### src/rtl/pe_vec_mac.sv
// Vector dot-product PE: streams A operands against a local B-operand RAM
// through a 3-stage signed multiply-accumulate pipeline with a result handshake.
module pe_vec_mac #(
  parameter int DATA_W     = 16,
  parameter int ACC_W      = 40,
  parameter int L_RAM_SIZE = 6,
  parameter int BYTE_SWAP  = 1
) (
  input  logic                  aclk,
  input  logic                  aresetn,
  input  logic                  we,
  input  logic [L_RAM_SIZE-1:0] waddr,
  input  logic [DATA_W-1:0]     wdata,
  input  logic                  start,
  input  logic [L_RAM_SIZE:0]   len,
  input  logic                  acc_clear,
  input  logic                  s_ain_valid,
  output logic                  s_ain_ready,
  input  logic [DATA_W-1:0]     s_ain_data,
  output logic                  busy,
  output logic                  m_valid,
  input  logic                  m_ready,
  output logic [ACC_W-1:0]      m_data
);

  typedef enum logic [1:0] {ST_IDLE, ST_RUN, ST_DRAIN, ST_DONE} state_t;

  state_t                  r_state;
  logic [L_RAM_SIZE:0]     r_len;
  logic [L_RAM_SIZE:0]     r_cnt;
  logic [1:0]              r_drain;
  logic                    r_ready;
  logic                    r_busy;
  logic                    r_m_valid;

  logic [DATA_W-1:0]       r_mem [2**L_RAM_SIZE];
  logic                    r_s1_vld;
  logic [DATA_W-1:0]       r_a;
  logic [DATA_W-1:0]       r_b;
  logic                    r_s2_vld;
  logic signed [2*DATA_W-1:0] r_prod;
  logic [ACC_W-1:0]        r_acc;

  logic                    w_beat;
  logic                    w_clear;
  logic [L_RAM_SIZE:0]     w_cnt_nxt;
  logic signed [DATA_W-1:0] w_a;
  logic signed [DATA_W-1:0] w_b;
  logic signed [ACC_W-1:0] w_prod_ext;

  function automatic logic [DATA_W-1:0] f_swap(input logic [DATA_W-1:0] x);
    logic [DATA_W-1:0] y;
    y = '0;
    for (int i = 0; i < DATA_W / 8; i++) y[8*i +: 8] = x[DATA_W-8-8*i +: 8];
    return y;
  endfunction

  assign w_beat    = s_ain_valid & r_ready;
  assign w_clear   = start & acc_clear & (r_state == ST_IDLE);
  assign w_cnt_nxt = r_cnt + (L_RAM_SIZE+1)'(1);

  // NOTE: all sequential state uses non-blocking assignments so every register samples pre-edge values.
  always_ff @(posedge aclk or negedge aresetn) begin
    if (!aresetn) begin
      r_state   <= ST_IDLE;
      r_len     <= '0;
      r_cnt     <= '0;
      r_drain   <= '0;
      r_ready   <= 1'b0;
      r_busy    <= 1'b0;
      r_m_valid <= 1'b0;
    end else begin
      case (r_state)
        ST_IDLE: if (start) begin
          r_len  <= len;
          r_cnt  <= '0;
          r_busy <= 1'b1;
          if (len != '0) begin
            r_state <= ST_RUN;
            r_ready <= 1'b1;
          end else begin
            r_state   <= ST_DONE;
            r_m_valid <= 1'b1;
          end
        end
        ST_RUN: if (w_beat) begin
          r_cnt <= w_cnt_nxt;
          if (w_cnt_nxt == r_len) begin
            r_ready <= 1'b0;
            r_drain <= '0;
            r_state <= ST_DRAIN;
          end
        end
        // Three cycles cover S1->S2->S3 for the final beat.
        ST_DRAIN: if (r_drain == 2'd2) begin
          r_state   <= ST_DONE;
          r_m_valid <= 1'b1;
        end else begin
          r_drain <= r_drain + 2'd1;
        end
        ST_DONE: if (m_ready) begin
          r_state   <= ST_IDLE;
          r_m_valid <= 1'b0;
          r_busy    <= 1'b0;
        end
        default: r_state <= ST_IDLE;
      endcase
    end
  end

  // NOTE: the operand RAM has no reset; its contents are don't-care until written.
  always_ff @(posedge aclk) begin
    if (we && r_state == ST_IDLE) r_mem[waddr] <= wdata;
  end

  always_ff @(posedge aclk) begin
    if (w_beat) begin
      r_a <= s_ain_data;
      r_b <= r_mem[r_cnt[L_RAM_SIZE-1:0]];
    end
    if (r_s1_vld) r_prod <= w_a * w_b;
  end

  assign w_a        = (BYTE_SWAP != 0) ? f_swap(r_a) : r_a;
  assign w_b        = (BYTE_SWAP != 0) ? f_swap(r_b) : r_b;
  assign w_prod_ext = ACC_W'(r_prod);

  always_ff @(posedge aclk or negedge aresetn) begin
    if (!aresetn) begin
      r_s1_vld <= 1'b0;
      r_s2_vld <= 1'b0;
      r_acc    <= '0;
    end else begin
      r_s1_vld <= w_beat;
      r_s2_vld <= r_s1_vld;
      if (w_clear)       r_acc <= '0;
      else if (r_s2_vld) r_acc <= r_acc + w_prod_ext;
    end
  end

  assign s_ain_ready = r_ready;
  assign busy        = r_busy;
  assign m_valid     = r_m_valid;
  assign m_data      = r_acc;

endmodule

### config.mk
export PLATFORM = sky130hd
export DESIGN_NAME = pe_vec_mac
export DESIGN_NICKNAME = d
export VERILOG_FILES = /design/src/rtl/pe_vec_mac.sv
export SDC_FILE = /design/constraint.sdc
export NUM_CORES = 2
export LEC_CHECK = 0
export BUFFER_PORTS_ARGS = -buffer_cell sky130_fd_sc_hd__clkbuf_2
export CAP_MARGIN = 10
export CORE_MARGIN = 8
export CORE_UTILIZATION = 40
export CTS_CLUSTER_DIAMETER = 60
export DETAILED_ROUTE_END_ITERATION = 8
export HOLD_SLACK_MARGIN = 0.05
export PLACE_DENSITY = 0.65
export SYNTH_ARGS = -nofsm -noshare
export SYNTH_HDL_FRONTEND = slang
export SYNTH_SLANG_ARGS = --single-unit
### constraint.sdc
create_clock -name aclk -period 18.6 [get_ports aclk]
set_input_delay 2.79 -clock aclk [delete_from_list [all_inputs] [get_ports aclk]]
set_output_delay 2.79 -clock aclk [all_outputs]
set_load 0.02 [all_outputs]
==> results.yml <==
setup_path:
  r2r_cells: 20
  cp_data_required_time_ps: 19050
  worstReg2RegEnd: "r_prod[30]"
  cp_cell_sequence: "nand2_1 -> fa_1 -> fa_1 -> fa_1 -> fa_1 -> inv_1 -> fa_1 -> inv_1 -> fa_1 -> inv_1 -> ha_1 -> a21o_1 -> a21o_1 -> a21o_1 -> a22oi_1 -> o31ai_1 -> o41ai_2 -> o21ai_1 -> a21oi_1 -> xnor2_1"
  start_kind: "flop"
  cp_max_fo: 16
  r2r_setup_slack_ps: 11960
  crit_buf_inv: 3
  slowest_stage: "edfxtp_1"
  r2r-start: "r_b[9]"
  crit_family: "adder cells"
  critPathCaptureType: "flop"
  cpMostUsedCell: "fa_1"
  cp.arrival_ps: 7090
  critical_path_class: "flop to flop"
  max_stage_delay_ps: 740
synth:
  ys_types: 62
  ys_warn_count: 0
  netlist_instances: 3271
  synthArstFlopShare: 0.05474
  synth-main-ff-cell: "edfxtp_1"
  synth_area_um2: 55910
  synth-seq-area-share: 0.6125
  syn-num-nets: 3714
  syn_avg_cell_area_um2: 17.09
  synth-edff-count: 1088
  ys_ff_latch: 1151
  synthTopCellsByArea: "edfxtp_1 58%, mux4_2 14%, fa_1 9.4%"
  yosys.area.top_type: "edfxtp_1"
  yosysTopAreaCellShare: 0.5843
power_and_ir_drop:
  power_density_nw_per_um2: 83.50
  p_leak_nw: 22.48
  power_mw: 5.243
  ir_worst_vdd_mv: 0.08568
floorplanning:
  die_width_um: 389.9
  fp.coreArea_um2: 139200
  fp.dieH_um: 389.9
  fp-row-count: 137
  ios: 95
  die-area_um2: 152000
  start_util: 0.4017
route:
  vias_per_cell: 5.274
  drc: 0
  final_antenna_net_count: 0
  wl_um: 127300
  vias: 28610
  wl_per_cell_um: 23.47
  firstDrtPassIters: 7
  drt_iter0_drc: 2256
grt:
  grtUsageTotal: 0.1665
  grt-ovfl-total: 0
  grt_pass1_wl_um: 193100
  grt_pass1_vias: 29830
  grt_max_degree: 117
  antenna_found_initial: 9
hold_path:
  hold_depth: 2
  hold_end: "m_valid"
  hold_start: "m_valid"
  min_path_type: "flop to flop"
layout:
  syn2layout_area_growth_pct: 12.30
  nets: 3889
  fin_area_um2: 62790
  final_common_cell: "edfxtp_1"
  layout.cells.non_filler: 5425
  final_cell_mix: "1088 x edfxtp_1, 336 x mux4_2, 329 x inv_1"
  drive_above_1_share: 0.2032
timing:
  setup_violations: 0
  slew_headroom: 0.2862
  slew_viol_final: 0
  hold_viol_final: 0
  max_freq_mhz: 150.5
  finalClockSkew_ps: 88.56
  rsz0062_at_grt: "no"
  finalCritPeriodShare: 0.3572
  min_period_ps: 6645
  setup_ws_ps: 11960
  tns_ps: 0
  tightest_slew_ps: 1067
run_status:
  outcome: "finished clean"
clock_network:
  htreeDepth: 3
  cts_tree: "yes"
  cts_root_buf: "clkbuf_16"
  clock_sinks: 1151
  cts_hold_buffers: 0
  cts_buffers: 120
  cts.clk_slew.worst_paths_ps: 60
  cts_setup_buffers: 0
  cts_buffer_depth: 3
  post_cts_resized: 0
  clock_latency_ps: 760
placed_design:
  post-place-ws_ps: 11950
  portBuffers: 94
  placed_cells: 5199
  dp.final_hpwl_um: 81910
  gp_congestion: 0.8507
  dpl_cell_area_um2: 58830
job:
  cap_violations: 0
-- sequential cells by signal (all words and copies together), names as in the netlist, 2 cells and up --
name,flops
r_state,2
r_mem,1024
r_drain,2
m_data,40
r_prod,32
r_len,7
r_a,16
r_b,16
r_cnt,7
-- cell families (layout without fill, tap and decap cells) --
kind of cell / after synthesis / after routing / synth area share
DFF: 1151 / 1151 / 0.6125
and+or+nand+nor: 569 / 569 / 0.04896
buffers and inverters: 468 / 740 / 0.03446
adders and majority gates: 391 / 391 / 0.1228
muxes: 369 / 369 / 0.1414
AOI/OAI and AO/OA: 253 / 253 / 0.02887
xor gates and xnor gates: 70 / 70 / 0.01096
other: 0 / 6 / 0
-- through the flow --
step / hold slack [ps] / util
floorplan: 470.4 / -
global placement: 470.2 / 0.4227
detailed placement: 476.0 / 0.4227
CTS: 488.6 / 0.4509
global route: 522.7 / 0.4510
finish: 479.7 / 0.4511
-- Yosys cell counts, types with 5 or more instances --
master	number
o31ai_1	10
mux4_2	336
mux2i_1	25
a211oi_1	7
o21ai_0	45
o21a_1	14
nand3_1	25
ha_1	128
nor3b_1	9
buf_2	13
and2_1	119
nor2b_1	11
a31oi_1	10
nor2_1	132
xor2_1	23
and3_1	11
a22o_1	5
edfxtp_1	1088
nor3_1	23
nand2b_1	21
o211ai_1	7
o21bai_1	7
clkbuf_1	99
mux2_2	8
dfrtp_1	63
buf_1	6
a21o_1	40
o21ai_1	11
a21oi_1	70
nand2_1	189
fa_1	263
nand3b_1	11
xnor2_1	47
buf_6	20
inv_1	329
-- routing by layer --
metal / part of all wire / GRT usage / wire length (um)
met1: 0.42 / 0.2253 / 53600
met2: 0.50 / 0.2845 / 64070
met3: 0.054 / 0.02576 / 6893
met4: 0.021 / 0.03994 / 2737
met5: 0.00010 / 0 / 13
-- report_power, final --
group          switching [mW]  leakage [nW]  internal (mW)
clock network            1.01          1.90           1.35
registers                   0          10.5           2.83
logic                  0.0453          10.1        0.00739
total                    1.05          22.5           4.19
-- how the worst max path moves through the flow --
stage	startpoint	to	slack (ps)	cells past startpoint
finish	r_b[9]	r_prod[30]	11960	20
global route	r_a[1]	r_prod[26]	11670	20
CTS	r_a[1]	r_prod[30]	11940	20
detailed placement	r_a[1]	r_prod[30]	11950	20
global placement	r_a[15]	r_prod[30]	12030	21
floorplan	r_a[2]	r_prod[30]	12580	21
-- tightest hold or removal path, cell delays in order (launching register included) --
cell	delay [ps]
dfrtp_1	340
nand2_1	40
o21ai_0	60
-- cell type report --
class / count / area, um^2
Multi-Input combinational cell: 1652 / 19750
Antenna cell: 6 / 15.01
Fill cell: 12030 / 76400
Clock buffer: 144 / 3114
Tap cell: 1876 / 2347
Sequential cell: 1151 / 34260
Inverter: 329 / 1235
Clock inverter: 75 / 808.3
Timing Repair Buffer: 192 / 1259
Note: power is estimated with default switching activity, not from simulation.
